**src/rtl/planta_pkg.sv**
```systemverilog
`default_nettype none
// ============================================================================
// Module   : planta_pkg
// Purpose  : Shared constants and FSM state type for the ESP8266 status link.
// Revision : 1.0 - initial release
// ============================================================================
package planta_pkg;

    localparam logic [7:0] SOF_DEFAULT   = 8'h7E;
    localparam logic [7:0] FTYPE_DEFAULT = 8'h01;
    localparam int         FRAME_LEN     = 5;

    typedef enum logic [2:0] {
        ST_IDLE = 3'd0,
        ST_LOAD = 3'd1,
        ST_SEND = 3'd2,
        ST_WAIT = 3'd3,
        ST_DONE = 3'd4
    } tx_state_e;

    function automatic logic [7:0] frame_chk(input logic [7:0] ftype,
                                             input logic [7:0] s,
                                             input logic [7:0] a);
        return ftype ^ s ^ a;
    endfunction

endpackage
`default_nettype wire

```
**src/rtl/uart_byte_tx.sv**
```systemverilog
`default_nettype none
// ============================================================================
// Module   : uart_byte_tx
// Purpose  : 8N1 UART byte serializer; accepts a new byte in its done cycle.
// Revision : 1.0 - initial release
// ============================================================================
module uart_byte_tx #(
    parameter int BAUD_DIV = 5208
) (
    input  logic       clk,
    input  logic       rst,
    input  logic       start,
    input  logic [7:0] data,
    output logic       tx,
    output logic       busy,
    output logic       done
);

    localparam int             CW        = $clog2(BAUD_DIV);
    localparam logic [CW-1:0]  BAUD_LAST = CW'(BAUD_DIV - 1);
    localparam logic [3:0]     STOP_IDX  = 4'd9;

    logic          active_q, active_d;
    logic [CW-1:0] baud_q,   baud_d;
    logic [3:0]    bit_q,    bit_d;
    logic [7:0]    shift_q,  shift_d;
    logic          tx_q,     tx_d;
    logic          w_done;
    logic          w_accept;

    always_comb begin
        active_d = active_q;
        baud_d   = baud_q;
        bit_d    = bit_q;
        shift_d  = shift_q;
        tx_d     = tx_q;
        w_done   = active_q && (bit_q == STOP_IDX) && (baud_q == BAUD_LAST);
        w_accept = start && (!active_q || w_done);

        if (w_accept) begin
            active_d = 1'b1;
            baud_d   = '0;
            bit_d    = 4'd0;
            shift_d  = data;
            tx_d     = 1'b0;
        end else if (active_q) begin
            if (baud_q == BAUD_LAST) begin
                baud_d = '0;
                if (bit_q == STOP_IDX) begin
                    active_d = 1'b0;
                end else begin
                    // Shifting in ones means the stop bit falls out after bit 7.
                    bit_d   = bit_q + 4'd1;
                    tx_d    = shift_q[0];
                    shift_d = {1'b1, shift_q[7:1]};
                end
            end else begin
                baud_d = baud_q + 1'b1;
            end
        end
    end

    always_ff @(posedge clk or posedge rst) begin
        if (rst) begin
            active_q <= 1'b0;
            baud_q   <= '0;
            bit_q    <= 4'd0;
            shift_q  <= 8'hFF;
            tx_q     <= 1'b1;
        end else begin
            active_q <= active_d;
            baud_q   <= baud_d;
            bit_q    <= bit_d;
            shift_q  <= shift_d;
            tx_q     <= tx_d;
        end
    end

    assign tx   = tx_q;
    assign busy = active_q;
    assign done = w_done;

endmodule
`default_nettype wire

```
**src/rtl/status_frame_tx.sv**
```systemverilog
`default_nettype none
// ============================================================================
// Module   : status_frame_tx
// Purpose  : Periodic / on-change 5-byte status framer driving the UART tx pin.
// Revision : 1.0 - initial release
// ============================================================================
module status_frame_tx
    import planta_pkg::*;
#(
    parameter int         BAUD_DIV     = 5208,
    parameter int         PERIOD_TICKS = 5,
    parameter logic [7:0] SOF          = SOF_DEFAULT,
    parameter logic [7:0] FTYPE        = FTYPE_DEFAULT
) (
    input  logic       clk,
    input  logic       rst,
    input  logic       tick,
    input  logic [7:0] status,
    input  logic [7:0] aux,
    output logic       tx,
    output logic       busy,
    output logic       frame_done
);

    localparam logic [2:0] LAST_IDX    = 3'(FRAME_LEN - 1);
    localparam logic [7:0] TICK_LAST   = 8'(PERIOD_TICKS - 1);

    tx_state_e  state_q, state_d;
    logic [2:0] idx_q,   idx_d;
    logic [7:0] s_q,     s_d;
    logic [7:0] a_q,     a_d;
    logic [7:0] chk_q,   chk_d;
    logic [7:0] last_sent_q, last_sent_d;
    logic       pending_q,   pending_d;
    logic [7:0] tcnt_q,      tcnt_d;

    logic       w_per;
    logic       w_chg;
    logic       w_trig;
    logic       w_start;
    logic [2:0] w_sel;
    logic [7:0] w_byte;
    logic       w_ser_busy;
    logic       w_ser_done;
    logic       w_frame_done;

    assign w_per  = tick && (tcnt_q == TICK_LAST);
    assign tcnt_d = w_per ? 8'd0 : (tick ? tcnt_q + 8'd1 : tcnt_q);

    // While a frame is in flight, changes are judged against the S being sent.
    always_comb begin
        w_chg = 1'b0;
        case (state_q)
            ST_IDLE: w_chg = (status != last_sent_q);
            ST_LOAD: w_chg = 1'b0;
            default: w_chg = (status != s_q);
        endcase
    end
    assign w_trig = w_per || w_chg;

    always_comb begin
        state_d      = state_q;
        idx_d        = idx_q;
        s_d          = s_q;
        a_d          = a_q;
        chk_d        = chk_q;
        last_sent_d  = last_sent_q;
        pending_d    = pending_q;
        w_start      = 1'b0;
        w_sel        = idx_q;
        w_frame_done = 1'b0;

        case (state_q)
            ST_IDLE: begin
                if (w_trig || pending_q) begin
                    state_d = ST_LOAD;
                end
            end
            ST_LOAD: begin
                s_d       = status;
                a_d       = aux;
                chk_d     = frame_chk(FTYPE, status, aux);
                pending_d = w_per;
                idx_d     = 3'd0;
                state_d   = ST_SEND;
            end
            ST_SEND: begin
                if (w_trig) begin
                    pending_d = 1'b1;
                end
                if (!w_ser_busy) begin
                    w_start = 1'b1;
                    state_d = ST_WAIT;
                end
            end
            ST_WAIT: begin
                if (w_trig) begin
                    pending_d = 1'b1;
                end
                if (w_ser_done) begin
                    if (idx_q == LAST_IDX) begin
                        state_d = ST_DONE;
                    end else begin
                        // Hand the next byte over in the done cycle: no gap between bytes.
                        idx_d   = idx_q + 3'd1;
                        w_sel   = idx_q + 3'd1;
                        w_start = 1'b1;
                    end
                end
            end
            ST_DONE: begin
                w_frame_done = 1'b1;
                last_sent_d  = s_q;
                state_d      = (w_trig || pending_q) ? ST_LOAD : ST_IDLE;
            end
            default: begin
                state_d = ST_IDLE;
            end
        endcase
    end

    always_comb begin
        case (w_sel)
            3'd0:    w_byte = SOF;
            3'd1:    w_byte = FTYPE;
            3'd2:    w_byte = s_q;
            3'd3:    w_byte = a_q;
            default: w_byte = chk_q;
        endcase
    end

    always_ff @(posedge clk or posedge rst) begin
        if (rst) begin
            state_q     <= ST_IDLE;
            idx_q       <= 3'd0;
            s_q         <= 8'h00;
            a_q         <= 8'h00;
            chk_q       <= 8'h00;
            last_sent_q <= 8'h00;
            pending_q   <= 1'b0;
            tcnt_q      <= 8'd0;
        end else begin
            state_q     <= state_d;
            idx_q       <= idx_d;
            s_q         <= s_d;
            a_q         <= a_d;
            chk_q       <= chk_d;
            last_sent_q <= last_sent_d;
            pending_q   <= pending_d;
            tcnt_q      <= tcnt_d;
        end
    end

    uart_byte_tx #(
        .BAUD_DIV (BAUD_DIV)
    ) u_ser (
        .clk   (clk),
        .rst   (rst),
        .start (w_start),
        .data  (w_byte),
        .tx    (tx),
        .busy  (w_ser_busy),
        .done  (w_ser_done)
    );

    assign busy       = (state_q != ST_IDLE);
    assign frame_done = w_frame_done;

endmodule
`default_nettype wire
```
**config.mk**
```make
export PLATFORM = sky130hd
export DESIGN_NAME = status_frame_tx
export DESIGN_NICKNAME = d
export VERILOG_FILES = /design/src/rtl/planta_pkg.sv /design/src/rtl/uart_byte_tx.sv /design/src/rtl/status_frame_tx.sv
export SDC_FILE = /design/constraint.sdc
export NUM_CORES = 1
export LEC_CHECK = 0
export BUFFER_PORTS_ARGS = -buffer_cell sky130_fd_sc_hd__buf_4
export CELL_PAD_IN_SITES_DETAIL_PLACEMENT = 0
export CELL_PAD_IN_SITES_GLOBAL_PLACEMENT = 1
export CORE_MARGIN = 3
export CORE_UTILIZATION = 50
export CTS_CLUSTER_DIAMETER = 60
export CTS_CLUSTER_SIZE = 16
export DETAILED_ROUTE_END_ITERATION = 8
export GPL_TIMING_DRIVEN = 0
export PLACE_DENSITY = 0.83
export SKIP_CTS_REPAIR_TIMING = 1
export SLEW_MARGIN = 10
export SYNTH_ARGS = -nofsm -noshare
export SYNTH_HDL_FRONTEND = slang
export SYNTH_SLANG_ARGS = --single-unit
```
**constraint.sdc**
```tcl
create_clock -name clk -period 5.5 [get_ports clk]
set_clock_uncertainty 0.2 [all_clocks]
set_input_delay 0.275 -clock clk [delete_from_list [all_inputs] [get_ports clk]]
set_output_delay 0.275 -clock clk [all_outputs]
set_load 0.05 [all_outputs]
```
==> summary by stage, run 1 <==
Placed design
At the end of routability-driven placement, the weighted congestion stood at around 0.82. Summed over all nets, the half-perimeter wirelength after detailed placement is 5970 um. At the placement stage, the worst setup path has a slack of 2.47 ns. The count of buffers from port buffering is 20.

Floorplanning
The initial utilization of the core area, before any placement, comes to 52.9%. The die is 94.8 um tall. After floorplanning, the core was sized to cover 0.00745 mm2. The horizontal die dimension is 94.8 um.

The area enclosed by the die boundary is 0.00898 mm2. The number of top-level design ports is 22. The placement row count is 31.

Detailed routing
The routed length on met3 is 289 um. After detailed routing, the number of remaining DRC violations is 0. The routed layout has 3035 vias. Summed over all layers, the routed wires come to between 8000 and 9000 um. Detailed routing placed a total of around 4000 um of wire on met2. The uppermost signal routing layer after detailed routing is met4. The number of design-rule violations left by the first detailed-router iteration is 140. The average detailed-routed wire length per instance is 15.9 um. In the routed layout, each cell is associated on average with a via count of about 5.7. For this run, the detailed router's first-pass iteration total came to 4. The residual antenna-violating net count after detailed routing is 0.

The detailed router put a total of 4120 um of wire on met1.

Global routing
The via count of the first global-routing pass is 2918. The number of antenna violations at the first check in global routing was 0. The pin count of the biggest net entering global routing is 62. In the global route stage, overall resource usage came out at between 20% and 30%. The global-route wire length before repair is 14100 um.

The overflow left after global routing is 0.

Timing
Final hold analysis gives a worst-case slack of about 0.016 ns. The count of final setup violators is 0. Based on the critical path, the design can be clocked at up to 331 MHz.

The final-report max-slew violation count came to 0. The number of failing hold endpoints at the final stage is 0. For the final routed database, the setup TNS stands at 0 ns.

The share of the clock period used by the worst path is 54.9%. Measured against its own limit, the worst slew margin works out to 56.5%. The slack of the critical path is between 2 and 2.5 ns. The clock period could shrink to 3.02 ns.

Setup repair after global routing left no endpoint under its margin. At the pin with the least slew margin, the transition time is 0.648 ns.

Cells and area
At the end of the flow, the number of nets in the layout was around 460. Cells with a size suffix above 1 make up 19.6% of the layout. The count of fill cells added during filler insertion is 645. The synthesis-to-layout area growth is 16.3%. Cells fill 61.6% of the core in the end.

The antenna diode count is 0.

Synthesis
The part of the Yosys area used for sequential elements is 47.3%. The number of nets in the synthesized netlist is between 400 and 500. The synthesized design contains 74 register bits. The average cell area after synthesis is 10.3 um2.

The count of mapped cells out of synthesis is 383. The mapped cell area is 0.00394 mm2. The distinct cell type count of the synthesized netlist is 57. In this run, synthesis inferred 0 flip-flops with an integrated enable. The most instantiated flip-flop cell in the synthesis netlist is sky130_fd_sc_hd__dfrtp_1. The Yosys step of the flow raised 0 warnings. The area share of the largest cell type after synthesis is 41.3%. The biggest area contributor in the post-synthesis netlist is sky130_fd_sc_hd__dfrtp_1. The share of synthesized flip-flops with an asynchronous set or reset is 100%. By area the synthesized netlist is led by sky130_fd_sc_hd__dfrtp_1, sky130_fd_sc_hd__mux2_2, sky130_fd_sc_hd__dfstp_2, sky130_fd_sc_hd__nor2_1, sky130_fd_sc_hd__xnor2_1.

Critical path
The data required time of the worst path is 5.52 ns. The category of the most critical setup path is reg2reg. In this run the critical register-to-register path is captured at state_q[0]. The cell with the biggest individual delay on the critical path is sky130_fd_sc_hd__nor3_1. Data arrives at the worst endpoint at 3.04 ns. The worst setup path is launched from a flip-flop. Setup slack on the worst reg-to-reg path comes out at 2.48 ns.

STA classifies the critical path endpoint as a flip-flop. The number of cells on the worst reg-to-reg path is 8. Of all nets on the critical path, the largest fanout is 10. For this run, the slowest stage of the critical path takes 0.55 ns. Traced cell by cell, the critical path runs through clkbuf_1 -> nor3_1 -> inv_2 -> a2111oi_0 -> nor2_1 -> nor4_1 -> a221o_1 -> o21ai_1. The startpoint of the worst-slack reg-to-reg timing path is state_q[0].

CTS
The H-tree generated during clock tree synthesis spans 3 levels. The clock-pin slew on the worst setup and hold paths is 0.08 ns. The number of CTS-inserted buffers is 9. The number of sinks on the clock net is 74. The CTS tree is yes. The clock latency reported for the late side of the worst-skew pair is around 0.35 ns. In this run the deepest clock path goes through 2 buffers. In this run the clock root is driven by a sky130_fd_sc_hd__clkbuf_8.

Min path
The terminating pin of the worst hold path is s_q[5]. The min-delay analysis places its worst path in the category in2reg. The hold path startpoint is status[5]. The cell depth of the worst hold path is 2.

Power
The total leakage power is around 2.0 nW. The cell area power density is approximately 250 mW/mm2. The overall power after layout is 1.14 mW. IR analysis of the VDD net gives a maximum drop of 0.180 mV.

Run
The number of max-capacitance violations reported is 0.

Status
The flow ran to the end, and the final reports show no timing, DRC or antenna violations.
-- where the power goes --
| group | leakage, nW | internal, mW | switching (mW) |
|---|---|---|---|
| Clock | 0.0962 | 0.213 | 0.219 |
| Sequential | 0.895 | 0.574 | 0.0296 |
| Combinational | 0.961 | 0.0537 | 0.0555 |
-- metrics by stage --
stage	instances	area, um2
after global placement	502	4220
final	533	4590
after global routing	533	4590
after CTS	519	4450
after floorplan	383	3940
after detailed placement	503	4250
-- cells in the final DEF, fill, tap and decap left out, types with 13 or more instances in the layout --
cell                            count
sky130_fd_sc_hd__o21ai_0           17
sky130_fd_sc_hd__mux2_2            24
sky130_fd_sc_hd__nand2_1           28
sky130_fd_sc_hd__dlygate4sd3_1     14
sky130_fd_sc_hd__dfrtp_1           65
sky130_fd_sc_hd__o22ai_1           14
sky130_fd_sc_hd__buf_4             21
sky130_fd_sc_hd__a21oi_1           17
sky130_fd_sc_hd__xnor2_1           15
sky130_fd_sc_hd__mux2i_1           13
sky130_fd_sc_hd__nor2_1            37
-- worst max-delay path, delay by kind of cell (launching register included) --
family                 cells  cell delay (ns)
AND/OR/NAND/NOR            3             1.14
buffers and inverters      2             0.43
flip-flops                 1             0.38
AO/OA/AOI/OAI              3             0.74
-- synth_stat cells (7+ instances only) --
library cell,number
sky130_fd_sc_hd__a21oi_1,17
sky130_fd_sc_hd__and3_1,8
sky130_fd_sc_hd__clkbuf_1,12
sky130_fd_sc_hd__dfrtp_1,65
sky130_fd_sc_hd__dfstp_2,9
sky130_fd_sc_hd__ha_1,7
sky130_fd_sc_hd__inv_1,13
sky130_fd_sc_hd__mux2_2,24
sky130_fd_sc_hd__mux2i_1,13
sky130_fd_sc_hd__nand2_1,28
sky130_fd_sc_hd__nand3_1,10
sky130_fd_sc_hd__nor2_1,37
sky130_fd_sc_hd__nor3_1,8
sky130_fd_sc_hd__o21ai_0,17
sky130_fd_sc_hd__o22ai_1,14
sky130_fd_sc_hd__xnor2_1,15
sky130_fd_sc_hd__xor2_1,12
-- metal layers --
| metal | track usage (%) | up-vias |
|---|---|---|
| met2 | 32.2 | 58 |
| met3 | 5.26 | 6 |
| li1 | - | 1477 |
| met1 | 27.5 | 1494 |
| met4 | 6.49 | 0 |
| met5 | 0 | - |
-- how the worst max path moves through the flow --
| stage | startpoint | end | slack, ns | depth (start not counted) |
|---|---|---|---|---|
| after floorplan | state_q[0] | state_q[0] | 3.08 | 8 |
| after global placement | rst | u_ser.bit_q[0] | 2.19 | 2 |
| after detailed placement | state_q[0] | state_q[0] | 2.47 | 8 |
| after CTS | state_q[0] | state_q[0] | 2.44 | 8 |
| after global routing | state_q[0] | state_q[0] | 2.27 | 8 |
| final | state_q[0] | state_q[0] | 2.48 | 8 |
-- cells by family after synthesis --
logic type | count (synthesis) | share of synthesized area (%)
fa+ha+maj | 7 | 2.22
flops | 74 | 47.3
mux | 38 | 10.7
xor+xnor | 27 | 6.00
simple gates | 125 | 17.0
compound gates | 81 | 13.7
buf+inv | 31 | 3.14
-- cell type report --
class / instances / area [um2] / area share, %
Buffer: 17 / 71.3 / 1.56
Clock buffer: 9 / 124 / 2.70
Clock inverter: 7 / 76.3 / 1.66
Inverter: 14 / 55.1 / 1.20
Multi-Input combinational cell: 278 / 1950 / 42.6
Sequential cell: 74 / 1860 / 40.6
Tap cell: 99 / 124 / 2.70
Timing Repair Buffer: 35 / 318 / 6.93
-- registers in the layout, summed over array words and instances (netlist names) --
register / count
idx_q: 3
pending_q: 1
state_q: 3
a_q: 8
chk_q: 8
u_ser.shift_q: 8
u_ser.busy: 1
tcnt_q: 8
u_ser.bit_q: 4
u_ser.baud_q: 13
u_ser.tx: 1
last_sent_q: 8
s_q: 8
Note: power is estimated with default switching activity, not from simulation.
==> run 2, diff against run 1 <==
--- a/config.mk
+++ b/config.mk
@@ -9,12 +9,12 @@
 export CELL_PAD_IN_SITES_DETAIL_PLACEMENT = 0
 export CELL_PAD_IN_SITES_GLOBAL_PLACEMENT = 1
 export CORE_MARGIN = 3
-export CORE_UTILIZATION = 50
+export CORE_UTILIZATION = 48
 export CTS_CLUSTER_DIAMETER = 60
 export CTS_CLUSTER_SIZE = 16
 export DETAILED_ROUTE_END_ITERATION = 8
 export GPL_TIMING_DRIVEN = 0
-export PLACE_DENSITY = 0.83
+export PLACE_DENSITY = 0.8
 export SKIP_CTS_REPAIR_TIMING = 1
 export SLEW_MARGIN = 10
 export SYNTH_ARGS = -nofsm -noshare
==> constraint.sdc (replaced) <==
create_clock -name clk -period 2.8 [get_ports clk]
set_clock_uncertainty 0.2 [all_clocks]
set_input_delay 0.14 -clock clk [delete_from_list [all_inputs] [get_ports clk]]
set_output_delay 0.14 -clock clk [all_outputs]
set_load 0.05 [all_outputs]
==> summary by stage, run 2 (synthesized netlist as in run 1, its figures left out) <==
Detailed routing
The uppermost signal routing layer after detailed routing was met4 (unchanged). The routed via count is 3011 (was 3035). The number of design-rule violations left by the first detailed-router iteration is 187 (was 140). The DRC violation count after routing is 0 (unchanged). The residual antenna-violating net count after detailed routing was 0 (unchanged).

The average detailed-routed wire length per instance is 16.1 um (was 15.9 um). The sum of routed wire segments on met1 is 4350 um (was 4120 um). The ratio of routed vias to standard cells is 5.57 (was 5.69). The amount of wire on met2 after detailed routing came to 4000 um (was 3960 um). The number of iterations in the first detailed-routing pass is 4 (unchanged). The total length of routed wires is 8710 um (was 8460 um).

The routed length on met3 is 223 um (was 289 um).

Global routing
The overflow left after global routing is 0 (unchanged). The pin count of the biggest net entering global routing is 39 (was 62). The global-route wire length before repair is 14500 um (was 14100 um).

The number of antenna violations at the first check in global routing came to 0 (unchanged). The via count of the first global-routing pass is 2940 (was 2918). The total track usage came to 18.9% (was 20.4%).

Critical path
The arrival time of the worst setup path is 2.67 ns (was 3.04 ns). The largest driver fanout on the critical path is 10 (unchanged). The category of the worst setup path launch point was a flip-flop (unchanged). The data required time of the worst path is 2.82 ns (was 5.52 ns). The category of the most critical setup path is reg2reg (unchanged).

The capturing element type of the critical path was a flip-flop (unchanged).

Floorplanning
The placement row count is 32 (was 31). The area enclosed by the die boundary came to 0.00933 mm2 (was 0.00898 mm2). The number of top-level design ports came to 22 (unchanged). The placeable core region is 0.00785 mm2 (was 0.00745 mm2).

The die extent in y came to 96.6 um (was 94.8 um). The horizontal die dimension is 96.6 um (was 94.8 um). The initial core utilization is 50.2% (was 52.9%).

Timing
The setup TNS after final layout was 0 ns (unchanged). The upper clock frequency limit is 378 MHz (was 331 MHz). The share of the clock period used by the worst path is 94.6% (was 54.9%).

The final-report max-slew violation count is 0 (unchanged). The slack of the critical path came to 0.152 ns (was 2.48 ns). The count of final setup violators is 0 (unchanged). The clock period minus worst slack is 2.65 ns (was 3.02 ns). Setup repair after global routing missed its margin: false (unchanged). The worst hold margin is -0.0309 ns (was 0.0157 ns).

The relative slew slack is 62.2% (was 56.5%). The transition time at the pin with the least slew margin came to 0.568 ns (was 0.648 ns). The number of failing hold endpoints at the final stage is 2 (was 0).

CTS
The CTS tree was yes (unchanged). The number of levels the H-tree was split into is 3 (unchanged). The number of sinks on the clock net was 74 (unchanged). The largest buffer count on any clock path is 2 (unchanged). The clock latency reported for the late side of the worst-skew pair is 0.34 ns (was 0.35 ns).

The clock-pin slew on the worst setup and hold paths was 0.09 ns (was 0.08 ns). The number of CTS-inserted buffers is 9 (unchanged). The root buffer cell is sky130_fd_sc_hd__clkbuf_8 (unchanged).

Run
The number of max-capacitance violations reported is 0 (unchanged).

Status
Outcome: complete, but fails checks (was completed). The final reports fail on hold timing.

Cells and area
Commonest non-fill, non-tap cells in the layout: sky130_fd_sc_hd__dfrtp_1, sky130_fd_sc_hd__nor2_1, sky130_fd_sc_hd__nand2_1, sky130_fd_sc_hd__mux2_2, sky130_fd_sc_hd__buf_4 (unchanged). The synthesis-to-layout area growth is 18.3% (was 16.3%). The antenna diode count is 0 (unchanged). The share of the core filled with cells in the final layout is 59.4% (was 61.6%). The share of layout cells above drive strength 1 is 21.4% (was 19.6%). The final net count is 460 (was 455). The largest register by flop count is u_ser.baud_q (unchanged). The final instance area is 0.00466 mm2 (was 0.00459 mm2).

The most common cell after layout, fill and taps aside is sky130_fd_sc_hd__dfrtp_1 (unchanged). The number of flip-flops in the largest register is 13 (unchanged).

Power
The highest ir drop seen on vdd is 0.330 mV (was 0.180 mV). The cell area power density is 483 mW/mm2 (was 250 mW/mm2). The total leakage power is 1.98 nW (was 1.95 nW).

Min path
The worst hold path class is in2reg (unchanged).

Placed design
The detailed-placement wirelength estimate was 6200 um (was 5970 um). The post-detailed-placement cell area is 0.00424 mm2 (was 0.00425 mm2). The final weighted congestion in routability-driven placement was 0.824 (was 0.817). The worst setup slack before clock tree synthesis came to -0.171 ns (was 2.47 ns). The count of buffers from port buffering was 20 (unchanged).
## run 2: cell types whose count changed in the layout (fill, tap and decap cells not counted), moves of 2 or more
cell and delta:
sky130_fd_sc_hd__clkbuf_2 +2, sky130_fd_sc_hd__nor2_1 -2, sky130_fd_sc_hd__clkbuf_1 -2, sky130_fd_sc_hd__buf_4 +2
sky130_fd_sc_hd__dlygate4sd3_1 +3
## run 2: area by class of cell
class / instances / area (um2)
Inverter: 14 / 55.1
Timing Repair Buffer: 40 / 355
Clock buffer: 9 / 124
Buffer: 17 / 73.8
Clock inverter: 7 / 76.3
Fill cell: 722 / 3180
Multi-Input combinational cell: 278 / 1990
Tap cell: 102 / 128
Sequential cell: 74 / 1860
## run 2: final timing paths
path | start | endpoint | slack (ns) | cells past startpoint
worst max-delay path | state_q[0] | state_q[0] | 0.15 | 8
worst min-delay path | tick | tcnt_q[1] | -0.03 | 3
worst max register to register | state_q[0] | state_q[0] | 0.15 | 8
worst min register to register | tcnt_q[7] | tcnt_q[7] | 0.29 | 1
max in group asynchronous | rst | u_ser.shift_q[2] | 1.58 | 4
min in group asynchronous | rst | u_ser.baud_q[7] | 0.17 | 3
## run 2: power by group
group,switching (mW),internal (mW)
sequential,0.0571,1.13
clock,0.435,0.418
combinational,0.109,0.107
## run 2: metrics by stage
| step | std cells | total power, mW |
|---|---|---|
| 3_5_place_dp | 506 | 1.40 |
| 4_1_cts | 522 | 2.26 |
| 2_1_floorplan | 383 | 1.32 |
| 6_report | 541 | 2.25 |
| 3_3_place_gp | 505 | 1.39 |
| 5_1_grt | 541 | 2.36 |
## run 2: layer usage
layer,vias up,global-route usage [%]
li1,1490,-
met1,1465,27.7
met2,44,28.3
met3,12,3.89
met4,0,5.40
met5,-,0
## run 2: worst max-delay path: stages, from the launching register on
cell and delay, ns:
sky130_fd_sc_hd__dfrtp_1 0.38, sky130_fd_sc_hd__clkbuf_1 0.22, sky130_fd_sc_hd__nor3_2 0.33, sky130_fd_sc_hd__inv_2 0.17
sky130_fd_sc_hd__a2111oi_0 0.44, sky130_fd_sc_hd__nor2_1 0.14, sky130_fd_sc_hd__nor4_2 0.39, sky130_fd_sc_hd__a221o_1 0.21
sky130_fd_sc_hd__o21ai_1 0.05
==> run 3, diff against run 2 <==
--- a/config.mk
+++ b/config.mk
@@ -9,12 +9,13 @@
 export CELL_PAD_IN_SITES_DETAIL_PLACEMENT = 0
 export CELL_PAD_IN_SITES_GLOBAL_PLACEMENT = 1
 export CORE_MARGIN = 3
-export CORE_UTILIZATION = 48
+export CORE_UTILIZATION = 50
+export CTS_BUF_LIST = sky130_fd_sc_hd__clkbuf_8
 export CTS_CLUSTER_DIAMETER = 60
 export CTS_CLUSTER_SIZE = 16
 export DETAILED_ROUTE_END_ITERATION = 8
 export GPL_TIMING_DRIVEN = 0
-export PLACE_DENSITY = 0.8
+export PLACE_DENSITY = 0.79
 export SKIP_CTS_REPAIR_TIMING = 1
 export SLEW_MARGIN = 10
 export SYNTH_ARGS = -nofsm -noshare
==> summary by stage, run 3 (synthesized netlist as in run 1, its figures left out) <==
Status
Outcome: complete, but fails checks (unchanged). Violations in the final reports: hold timing (unchanged).

Cells and area
The antenna diode count is 0 (unchanged). The final instance area is 0.00473 mm2 (was 0.00466 mm2). The synthesis-to-layout area growth is 19.9% (was 18.3%). The final net count is 461 (was 460). The largest register by flop count is u_ser.baud_q (unchanged).

The number of flip-flops in the largest register is 13 (unchanged). The final cell count without fillers is 539 (was 541). The share of layout cells above drive strength 1 is 21.4% (about the same). The most common cell after layout, fill and taps aside was sky130_fd_sc_hd__dfrtp_1 (unchanged). Commonest non-fill, non-tap cells in the layout: sky130_fd_sc_hd__dfrtp_1, sky130_fd_sc_hd__nor2_1, sky130_fd_sc_hd__nand2_1, sky130_fd_sc_hd__buf_4, sky130_fd_sc_hd__mux2_2 (was sky130_fd_sc_hd__dfrtp_1, sky130_fd_sc_hd__nor2_1, sky130_fd_sc_hd__nand2_1, sky130_fd_sc_hd__mux2_2, sky130_fd_sc_hd__buf_4).

Detailed routing
The total length of routed wires was 8740 um (was 8710 um). The number of design-rule violations left by the first detailed-router iteration is 134 (was 187). The routed via count is 3026 (was 3011).

The DRC violation count after routing was 0 (unchanged). The number of iterations in the first detailed-routing pass is 4 (unchanged). The ratio of routed vias to standard cells came to 5.61 (was 5.57).

The average detailed-routed wire length per instance is 16.2 um (was 16.1 um). The residual antenna-violating net count after detailed routing is 0 (unchanged).

Timing
The count of final setup violators came to 0 (unchanged). The upper clock frequency limit is 379 MHz (was 378 MHz). The clock period minus worst slack came to 2.64 ns (was 2.65 ns). The slack of the critical path is 0.163 ns (was 0.152 ns). The transition time at the pin with the least slew margin is 0.592 ns (was 0.568 ns).

The number of failing hold endpoints at the final stage is 2 (unchanged). The relative slew slack is 60.5% (was 62.2%). Setup repair after global routing missed its margin: false (unchanged). The worst hold margin is -0.0270 ns (was -0.0309 ns). The share of the clock period used by the worst path is 94.2% (was 94.6%). The final-report max-slew violation count is 0 (unchanged).

Critical path
The number of buffers and inverters on the critical path is 1 (was 2). Cell-by-cell listing of the critical path: buf_2 -> and2b_1 -> nand2_1 -> nor2_4 -> mux2_2 -> nor2_2 -> a221oi_1 -> o22ai_1 (was clkbuf_1 -> nor3_2 -> inv_2 -> a2111oi_0 -> nor2_1 -> nor4_2 -> a221o_1 -> o21ai_1). The worst flop-to-flop path endpoint is u_ser.shift_q[6] (was state_q[0]). The cell with the biggest individual delay on the critical path is sky130_fd_sc_hd__mux2_2 (was sky130_fd_sc_hd__a2111oi_0). The capturing element type of the critical path is a flip-flop (unchanged). The data required time of the worst path came to 2.87 ns (was 2.82 ns). The largest stage delay on the critical path is 0.41 ns (was 0.44 ns). The largest driver fanout on the critical path came to 9 (was 10). The startpoint of the worst-slack reg-to-reg timing path is state_q[2] (was state_q[0]).

The number of cells on the worst reg-to-reg path was 8 (unchanged). The arrival time of the worst setup path was 2.71 ns (was 2.67 ns). The setup slack of the worst register-to-register path is 0.16 ns (was 0.15 ns). The cell class contributing the biggest share of worst-path delay is simple AND/OR/NAND/NOR gates (unchanged). The category of the worst setup path launch point is a flip-flop (unchanged). The category of the most critical setup path is reg2reg (unchanged).

Power
The combinational share of power is 8.9% (was 9.6%). The clock network fraction of design power is 42.7% (was 37.9%). The net load switching power was 0.593 mW (was 0.601 mW).

The sequential group share of total power was 48.4% (was 52.5%). The switching part of the total came to 24.2% (was 26.7%). The highest ir drop seen on vdd is 0.340 mV (was 0.330 mV). The overall power after layout is 2.45 mW (was 2.25 mW).

The total leakage power is 2.01 nW (was 1.98 nW). The internal cell power is 1.85 mW (was 1.65 mW). The cell area power density is 517 mW/mm2 (was 483 mW/mm2).

CTS
The root buffer cell was sky130_fd_sc_hd__clkbuf_8 (unchanged). The CTS tree is yes (unchanged). The largest buffer count on any clock path was 2 (unchanged). The clock latency reported for the late side of the worst-skew pair was 0.35 ns (was 0.34 ns). The number of levels the H-tree was split into came to 3 (unchanged). The number of CTS-inserted buffers came to 9 (unchanged). The number of sinks on the clock net is 74 (unchanged). The clock-pin slew on the worst setup and hold paths is 0.08 ns (was 0.09 ns).

Global routing
The number of antenna violations at the first check in global routing is 0 (unchanged). The overflow left after global routing was 0 (unchanged). The global-route wire length before repair came to 14600 um (was 14500 um). The via count of the first global-routing pass is 3000 (was 2940).

The total track usage was 20.9% (was 18.9%). The pin count of the biggest net entering global routing is 46 (was 39).

Min path
The worst hold path class is in2reg (unchanged). The cell depth of the worst hold path came to 3 (unchanged). The terminating pin of the worst hold path is tcnt_q[1] (unchanged). The hold path startpoint is tick (unchanged).

Floorplanning
The placeable core region is 0.00745 mm2 (was 0.00785 mm2). The number of top-level design ports came to 22 (unchanged). The placement row count came to 31 (was 32). The area enclosed by the die boundary came to 0.00898 mm2 (was 0.00933 mm2).

The initial core utilization is 52.9% (was 50.2%). The horizontal die dimension came to 94.8 um (was 96.6 um). The die extent in y is 94.8 um (was 96.6 um).

Placed design
The detailed-placement wirelength estimate is 6110 um (was 6200 um). The worst setup slack before clock tree synthesis is -0.107 ns (was -0.171 ns). The post-detailed-placement cell area is 0.00425 mm2 (was 0.00424 mm2). The count of buffers from port buffering is 20 (unchanged).

The number of cells in the design after placement came to 503 (was 506). The final weighted congestion in routability-driven placement is 0.831 (was 0.824).

Run
The number of max-capacitance violations reported is 0 (unchanged).
## run 3: cell types whose count changed in the layout (fill, tap and decap cells not counted)
cell and change:
sky130_fd_sc_hd__buf_16 +1, sky130_fd_sc_hd__clkinv_2 -1, sky130_fd_sc_hd__nor3_2 -1, sky130_fd_sc_hd__a221oi_2 -1
sky130_fd_sc_hd__nor3_4 +1, sky130_fd_sc_hd__clkbuf_8 +1, sky130_fd_sc_hd__inv_6 -2, sky130_fd_sc_hd__a221oi_1 +1
sky130_fd_sc_hd__bufinv_16 +2, sky130_fd_sc_hd__buf_4 +1, sky130_fd_sc_hd__buf_12 -1
## run 3: power by group through the flow
stage / Clock [mW] / Combinational, mW / Sequential, mW
6_report: 1.04 / 0.217 / 1.18
5_1_grt: 1.11 / 0.250 / 1.19
4_1_cts: 1.05 / 0.200 / 1.18
3_5_place_dp: 0 / 0.199 / 1.20
3_3_place_gp: 0 / 0.189 / 1.20
2_1_floorplan: 0 / 0.136 / 1.19
## run 3: metal layers
metal  wire [um]  global-route usage, %  share of wire, %
met2        4050                   32.3                46
met5           0                      0                 0
met3         159                   3.43               1.8
met4         172                   8.17               2.0
met1        4360                   29.4                50
## run 3: cell type report
class                   instances  area, um2
fillers                       622       2720
inverters                      14       55.1
plain buffers                  17       73.8
clock buffers                  10        138
multi-input cells             278       1990
clock inverters                 6        114
well taps                      99        124
repair buffers                 41        370
flip-flops and latches         74       1860
## run 3: worst register-to-register path, delay by kind of cell, from the launching register on
kind                   cells  cell delay (ns)
AO/OA/AOI/OAI              2             0.37
buffers and inverters      1             0.19
flip-flops                 1             0.35
multiplexers               1             0.41
AND/OR/NAND/NOR            4             1.05
## run 3: worst max-delay path by stage
stage                          from                to  slack, ns  depth (start not counted)
global placement                rst          chk_q[6]      -0.39                          2
detailed placement  u_ser.baud_q[8]   u_ser.baud_q[8]      -0.11                          7
finish                   state_q[2]  u_ser.shift_q[6]       0.16                          8
floorplan                state_q[0]        state_q[0]       0.38                          8
global route             state_q[0]        state_q[0]       0.01                          8
CTS                 u_ser.baud_q[8]  u_ser.shift_q[0]      -0.12                          7
## run 3: per-stage QoR
stage / utilization (%) / TNS, ns
5_1_grt: 63.5 / 0
3_3_place_gp: 56.6 / -25.72
2_1_floorplan: - / 0
3_5_place_dp: 57.0 / -1.90
4_1_cts: 60.4 / -2.20
6_report: 63.5 / 0
